<file path="config.mk">
export PLATFORM = sky130hd
export DESIGN_NAME = mem_port_arbiter
export DESIGN_NICKNAME = d
export VERILOG_FILES = /design/src/rtl/mem_port_arbiter.sv
export SDC_FILE = /design/constraint.sdc
export NUM_CORES = 1
export LEC_CHECK = 0
export CORE_ASPECT_RATIO = 0.75
export CORE_UTILIZATION = 35
export DETAILED_ROUTE_END_ITERATION = 16
export PLACE_DENSITY = 0.76
export SETUP_SLACK_MARGIN = 0.02
export SLEW_MARGIN = 30
export SYNTH_ARGS = -nofsm -noshare
export SYNTH_HDL_FRONTEND = slang
export SYNTH_SLANG_ARGS = --single-unit
</file>
<file path="constraint.sdc">
create_clock -name clk -period 1.5 [get_ports clk]
set_input_delay 0.375 -clock clk [delete_from_list [all_inputs] [get_ports clk]]
set_output_delay 0.375 -clock clk [all_outputs]
set_load 0.02 [all_outputs]
</file>
<file path="src/rtl/mem_port_arbiter.sv">
// mem_port_arbiter
// Lets the CPU instruction-fetch port (I), the CPU data port (D) and the
// program loader (L) share one single-ported memory. Each access moves
// through issue, wait and response phases. The requester that won gets a
// one-cycle ack, or a one-cycle err if its address was misaligned.
//
// Ports
//   clk, rst                 clock, synchronous active-high reset
//   i_req/i_addr             fetch request (read only)
//   i_ack/i_err/i_rdata      fetch completion, misalignment pulse, read word
//   d_req/d_we/d_addr/d_wdata  data request (lw/sw)
//   d_ack/d_err/d_rdata      data completion, misalignment pulse, load word
//   l_req/l_we/l_addr/l_wdata  loader request; the low address bits are ignored
//   l_ack/l_rdata            loader completion, read word
//   m_en/m_we/m_addr/m_wdata/m_rdata  memory macro interface
//   busy                     high in every state except IDLE
//
// state | meaning
// IDLE  | arbitrate: L first, then round-robin between I and D
// ISSUE | one-cycle memory strobe using the latched transaction
// WAIT  | count down the read latency, then capture m_rdata
// RESP  | one-cycle ack/err to the owner; requests are ignored here
module mem_port_arbiter #(
  parameter int ADDR_W  = 32,
  parameter int DATA_W  = 32,
  parameter int MEM_LAT = 1
) (
  input  logic              clk,
  input  logic              rst,
  input  logic              i_req,
  input  logic [ADDR_W-1:0] i_addr,
  output logic              i_ack,
  output logic              i_err,
  output logic [DATA_W-1:0] i_rdata,
  input  logic              d_req,
  input  logic              d_we,
  input  logic [ADDR_W-1:0] d_addr,
  input  logic [DATA_W-1:0] d_wdata,
  output logic              d_ack,
  output logic              d_err,
  output logic [DATA_W-1:0] d_rdata,
  input  logic              l_req,
  input  logic              l_we,
  input  logic [ADDR_W-1:0] l_addr,
  input  logic [DATA_W-1:0] l_wdata,
  output logic              l_ack,
  output logic [DATA_W-1:0] l_rdata,
  output logic              m_en,
  output logic              m_we,
  output logic [ADDR_W-1:0] m_addr,
  output logic [DATA_W-1:0] m_wdata,
  input  logic [DATA_W-1:0] m_rdata,
  output logic              busy
);

  typedef enum logic [1:0] {S_IDLE, S_ISSUE, S_WAIT, S_RESP} state_e;
  typedef enum logic [1:0] {OWN_I, OWN_D, OWN_L} owner_e;

  localparam logic [1:0] LAT_INIT = 2'(MEM_LAT - 1);

  state_e            state_q, state_d;
  owner_e            owner_q, owner_d;
  logic              we_q, we_d;
  logic              err_q, err_d;
  logic [ADDR_W-1:0] addr_q, addr_d;
  logic [DATA_W-1:0] wdata_q, wdata_d;
  // 1: D won the last I/D arbitration, 0: I won it
  logic              rr_last_q, rr_last_d;
  logic [1:0]        lat_cnt_q, lat_cnt_d;
  logic [DATA_W-1:0] i_rdata_q, i_rdata_d;
  logic [DATA_W-1:0] d_rdata_q, d_rdata_d;
  logic [DATA_W-1:0] l_rdata_q, l_rdata_d;
  logic              pick_d;

  always_ff @(posedge clk) begin
    if (rst) begin
      state_q   <= S_IDLE;
      owner_q   <= OWN_I;
      we_q      <= 1'b0;
      err_q     <= 1'b0;
      addr_q    <= '0;
      wdata_q   <= '0;
      rr_last_q <= 1'b1;
      lat_cnt_q <= 2'd0;
      i_rdata_q <= '0;
      d_rdata_q <= '0;
      l_rdata_q <= '0;
    end else begin
      state_q   <= state_d;
      owner_q   <= owner_d;
      we_q      <= we_d;
      err_q     <= err_d;
      addr_q    <= addr_d;
      wdata_q   <= wdata_d;
      rr_last_q <= rr_last_d;
      lat_cnt_q <= lat_cnt_d;
      i_rdata_q <= i_rdata_d;
      d_rdata_q <= d_rdata_d;
      l_rdata_q <= l_rdata_d;
    end
  end

  always_comb begin
    state_d   = state_q;
    owner_d   = owner_q;
    we_d      = we_q;
    err_d     = err_q;
    addr_d    = addr_q;
    wdata_d   = wdata_q;
    rr_last_d = rr_last_q;
    lat_cnt_d = lat_cnt_q;
    i_rdata_d = i_rdata_q;
    d_rdata_d = d_rdata_q;
    l_rdata_d = l_rdata_q;
    // D wins when it requests alone, or on a tie when I won last time
    pick_d    = d_req && (!i_req || !rr_last_q);

    case (state_q)
      S_IDLE: begin
        if (l_req) begin
          owner_d = OWN_L;
          we_d    = l_we;
          addr_d  = {l_addr[ADDR_W-1:2], 2'b00};
          wdata_d = l_wdata;
          err_d   = 1'b0;
          state_d = S_ISSUE;
        end else if (i_req || d_req) begin
          if (pick_d) begin
            owner_d   = OWN_D;
            we_d      = d_we;
            addr_d    = {d_addr[ADDR_W-1:2], 2'b00};
            wdata_d   = d_wdata;
            err_d     = |d_addr[1:0];
            rr_last_d = 1'b1;
          end else begin
            owner_d   = OWN_I;
            we_d      = 1'b0;
            addr_d    = {i_addr[ADDR_W-1:2], 2'b00};
            err_d     = |i_addr[1:0];
            rr_last_d = 1'b0;
          end
          // a misaligned winner skips the memory entirely
          state_d = err_d ? S_RESP : S_ISSUE;
        end
      end
      S_ISSUE: begin
        if (we_q) begin
          state_d = S_RESP;
        end else begin
          state_d   = S_WAIT;
          lat_cnt_d = LAT_INIT;
        end
      end
      S_WAIT: begin
        if (lat_cnt_q == 2'd0) begin
          case (owner_q)
            OWN_I:   i_rdata_d = m_rdata;
            OWN_D:   d_rdata_d = m_rdata;
            default: l_rdata_d = m_rdata;
          endcase
          state_d = S_RESP;
        end else begin
          lat_cnt_d = lat_cnt_q - 2'd1;
        end
      end
      S_RESP: begin
        err_d   = 1'b0;
        state_d = S_IDLE;
      end
      default: state_d = S_IDLE;
    endcase
  end

  always_comb begin
    i_ack   = 1'b0;
    i_err   = 1'b0;
    d_ack   = 1'b0;
    d_err   = 1'b0;
    l_ack   = 1'b0;
    if (state_q == S_RESP) begin
      case (owner_q)
        OWN_I: begin
          i_ack = !err_q;
          i_err = err_q;
        end
        OWN_D: begin
          d_ack = !err_q;
          d_err = err_q;
        end
        default: l_ack = 1'b1;
      endcase
    end
    m_en    = (state_q == S_ISSUE);
    m_we    = (state_q == S_ISSUE) && we_q;
    m_addr  = addr_q;
    m_wdata = wdata_q;
    i_rdata = i_rdata_q;
    d_rdata = d_rdata_q;
    l_rdata = l_rdata_q;
    busy    = (state_q != S_IDLE);
  end

endmodule

</file>
# Word-level counts from Yosys, hierarchy flattened
# Index checks and enable logic that the tools add are counted.
[totals]
wordCells = 88
out_inout_bits = 168
input_bits = 199
ff_bits = 169
[op_classes]
n_eq_ne = 8
n_mux = 39
n_addsub = 1
bitwise = 2
n_reduce_logical = 27
[op_table]
columns = ["cell", "n"]
rows = [
  ["2-to-1 mux 32 bit", 6],
  ["2-to-1 mux 1 bit", 22],
  ["AND reduction 3 bit", 6],
  ["2-to-1 mux 2 bit", 8],
  ["nonzero test 2 bit", 5],
  ["one-hot mux 2 bit (4 select lines)", 1],
  ["logical NOT 2 bit", 3],
  ["!= test 2 bit, second input constant", 3],
  ["AND reduction 2 bit", 3],
  ["OR reduction 2 bit", 3],
  ["equality test 2 x 1 -> 1 bit, second input constant", 2],
  ["equality test 2 bit, second input constant", 2],
  ["one-hot mux 2 bit (2 select lines)", 1],
  ["logical NOT 1 bit", 3],
  ["!= test 3 bit, second input constant", 1],
  ["logical AND 1 bit", 2],
  ["logical OR 1 bit", 2],
  ["NOT 1 bit", 2],
  ["one-hot mux 1 bit (2 select lines)", 1],
  ["subtractor 2 x 1 -> 2 bit, second input constant", 1],
]

# Depth between registers and ports, before layout
[logic_depth]
depth_word = 11
mapped_depth = 8

# Worst setup path before layout
# No wires, ideal clock.
[synth_timing]
path_kind = "register to output"
startpoint = "register state_q[1]"
endpoint = "output i_ack"
required_time_ns = 1.125
path_buffers = 0
stages_incl_launch_ff = 4
arrival_time_ns = 1.299
path_slack_ns = -0.174
cell_sequence = "dfxtp_1 ha_1 nor2b_1 nor3b_1"
[synth_between]
elab_chain_len = 2
[synth_rtl]
columns = ["element", "line", "source"]
rows = [
  ["start, declared", "61", "state_e state_q, state_d;"],
  ["start signal, assigned", "89", "state_q <= state_d;"],
  ["equality test 2 bit", "180", "if (state_q == S_RESP) begin"],
  ["2-to-1 mux 1 bit", "180", ""],
  ["end, declared", "32", "output logic i_ack,"],
]
# Every way passes these cells.

# Final worst setup path
[layout_timing]
startpoint = "register state_q[0]"
endpoint = "register d_rdata_q[24], in the netlist d_rdata[24]"
[layout_between]
elab_chain_len = 2
[layout_rtl]
columns = ["element", "line", "source"]
rows = [
  ["equality test 2 bit", "118", "case (state_q)"],
  ["AND reduction 3 bit (no line)", "n/a", ""],
  ["end signal, assigned", "98", "d_rdata_q <= d_rdata_d;"],
  ["end, declared", "71", "logic [DATA_W-1:0] d_rdata_q, d_rdata_d;"],
]
# Every way passes these cells.
# A chain may end at the register's enable or synchronous reset.

==> results.md <==
- Status: complete, but fails checks
- Failing checks: negative setup slack
- Non-filler cells in the finished layout: 1475
- Critical Path RT: about 1.9 ns
- Hold WS: between 0.3 and 0.4 ns
- DR pass1 iterations: 5
- Die area: a little under 0.02 mm^2
- Crit path capture type: flip-flop
- Rows: between 40 and 50
- Reg2reg end: d_rdata[24]
- Number of global-route vias before repair: a little over 7k
- Via Count: 7896
- Leak: 5.37 nW
- Port Buffers: between 300 and 400
- First-pass GRT wire length: about 40 mm
- Clock root buffer: clkbuf_16
- Hold crit path type: input pin to flip-flop
- Synthesis-stage register bit count: 167
- Largest net degree at the start of global routing: just under 60
- PD cells: 1640 mW/mm^2
- Antenna Nets Post-Route: 0
- Fill cell count: roughly 1.3k
- Layout Nets: about 1.4k
- Share of cells above drive strength 1: between 40% and 50%
- Netlist cell types: 38
- CTS H-tree lvls: 4
- Total CTS buffers: 17
- Routed WL per cell: 20.4 um
- Synth Instances: slightly above 800
- DRC violations left: 0
- Fin area: approximately 0.013 mm^2
- CP endpoint: d_rdata[24]
- GR Util All Layers: around a quarter
- Startpoint Class: flip-flop
- Ports: ~370
- R2R Setup Slk: -0.35 ns
- CTS clock-pin slew for the worst setup and hold paths: 0.08 ns
- Die Span Y: between 100 and 150 um
- Initial DRC count: between 500 and 600
- Clk Latency, worst-skew pair: roughly 0.42 ns
- F_max: about 540 MHz
- Synth warnings: 0
- Clock skew: approximately 0.018 ns
- Placed Cells: ~1.4k
- RSZ-0062 raised after global routing: yes
- P&R area growth vs syn: 100%
- Sink Count: between 150 and 200
- Synthesized area: between 0.006 and 0.007 mm^2
- Fraction of the cycle the final worst path needs: 123%
- Final WS setup: -0.349 ns
- Final setup fails: 177
- Kind of critical path: flip-flop to flip-flop
- PnR Total Power: 22.2 mW
- Crit. Startpoint: state_q[0]
- CP max FO: 8
- Pins Over Slew Limit: 0
- Tmin final: 1.85 ns
- Reg2Reg Depth: 11
- CTS Buffer Depth: 2
- Synthesized area per cell: 8.24 um^2
- DP Worst Slack: -0.584 ns
- Maximum VDD drop: roughly 1 mV
- Core ar.: around 0.019 mm^2
- ANT cells: 0
- Crit Reg-Reg Startpoint: state_q[0]
- CTS tree: built
- Initial Utilization: 36.1%
- GP Congestion: 0.830
- Placed cell areas: roughly 0.011 mm^2
- Post-DP HPWL: between 15 and 20 mm
- Die Wd: around 160 um
- Max_cap viols: 0
- Fin Setup TNS: -36.54 ns
- CP Data Arrival Time: about 2.2 ns
- Initial antenna violation count: 1
- Via density: 5.35
- Total gr overflow: 0
- Total Wirelength: between 30 and 40 mm
- Util after Layout: between 70 and 80%
- Fin. Hold Viols: 0
- Register area share after synthesis: between 40% and 50%
power breakdown:
group	switching [mW]	leakage, nW	total (mW)	internal (mW)
Sequential	0.737	1.36	6.09	5.35
Clock	2.10	0.278	4.32	2.22
Combinational	6.09	3.72	11.8	5.66
synth_stat cells:
cell type	number	area, um^2
nand2_1	232	871
dfxtp_1	167	3340
a21oi_1	103	515
nor2_1	71	267
a211oi_1	63	473
clkbuf_1	37	139
mux2i_1	32	320
a221oi_1	30	263
buf_2	24	120
buf_4	8	60.1
inv_1	8	30.0
ha_1	5	62.6
nand3_1	4	20.0
nand2b_1	3	18.8
or3_1	3	18.8
a31oi_1	2	12.5
and2_1	2	12.5
and3_1	2	12.5
nor2b_1	2	12.5
o21ai_0	2	10.0
a2111oi_2	1	15.0
a21bo_2	1	10.0
a21boi_0	1	7.51
a21boi_1	1	7.51
a21oi_4	1	16.3
a22oi_1	1	7.51
a41o_1	1	10.0
and3b_1	1	8.76
clkbuf_2	1	5.00
conb_1	1	3.75
nand4b_1	1	8.76
nor3_1	1	5.00
nor3_2	1	10.0
nor3b_1	1	7.51
nor3b_2	1	12.5
o21bai_1	1	7.51
o32ai_1	1	8.76
or2_2	1	6.26
registers in the layout, indices dropped and copies added, names as in the netlist:
signal,count
d_rdata,32
err_q,1
i_rdata,32
l_rdata,32
lat_cnt_q,2
m_addr,30
m_wdata,32
owner_q,2
rr_last_q,1
state_q,2
we_q,1
cells in the final DEF, fill, tap and decap left out, drive strengths merged, types with 30 or more instances in the layout:
cell type,n
buf,87
a211oi,63
nand2,232
a221oi,30
clkbuf,119
nor2,71
clkdlybuf4s15,64
dfxtp,167
mux2i,32
clkdlybuf4s50,192
a21oi,104
worst max-delay path: stages, from the launching register on:
cell	delay [ns]
dfxtp_4	0.36
buf_6	0.13
inv_4	0.06
buf_6	0.10
ha_4	0.14
nand2_4	0.06
buf_6	0.13
nor3b_4	0.24
buf_6	0.17
buf_16	0.17
nand2_2	0.07
a21oi_1	0.17
final cells by class:
class | count | area (um^2) | share of cell area, %
well taps | 247 | 309 | 2.29
repair buffers | 447 | 4620 | 34.2
clock buffers | 17 | 425 | 3.15
multi-input cells | 574 | 4600 | 34.1
flip-flops and latches | 167 | 3350 | 24.8
clock inverters | 15 | 150 | 1.11
inverters | 8 | 37.5 | 0.278
routing by layer:
metal / vias to the layer above / GRT usage, % / wire length (um)
li1: 3631 / - / -
met4: 2 / 9.73 / 961
met2: 374 / 43.0 / 14500
met3: 89 / 6.67 / 2270
met5: - / 0 / 11
met1: 3800 / 32.6 / 12500
cell families after synthesis:
logic type | after synthesis | synth area share (%)
multiplexers | 32 | 4.75
other | 1 | 0.0556
AO/OA/AOI/OAI | 209 | 20.2
AND/OR/NAND/NOR | 326 | 19.2
adder cells (fa/ha/maj) | 5 | 0.928
flip-flops | 167 | 49.6
buffers and inverters | 78 | 5.25
how the worst min path moves through the flow:
stage          depth (start not counted)          from            to  slack, ns
4_1_cts                                2           rst    owner_q[0]       0.32
3_3_place_gp                           2    i_rdata[6]    i_rdata[6]       0.44
6_report                               2           rst    owner_q[0]       0.37
2_1_floorplan                          2  lat_cnt_q[1]  lat_cnt_q[1]       0.43
5_1_grt                                2           rst    owner_q[1]       0.38
3_5_place_dp                           2   l_rdata[30]   l_rdata[30]       0.45
what timing repair did:
| item | in CTS | in global routing |
|---|---|---|
| hold buffers | 0 | 0 |
| gates resized for setup | 452 | 448 |
| pin swaps | 57 | 155 |
| cloned | 15 | 11 |
| buffers inserted | 8 | 10 |
| hold endpoints to repair | 0 | 0 |
| setup endpoints to repair | 331 | 281 |
(Power assumes the default switching activity.)
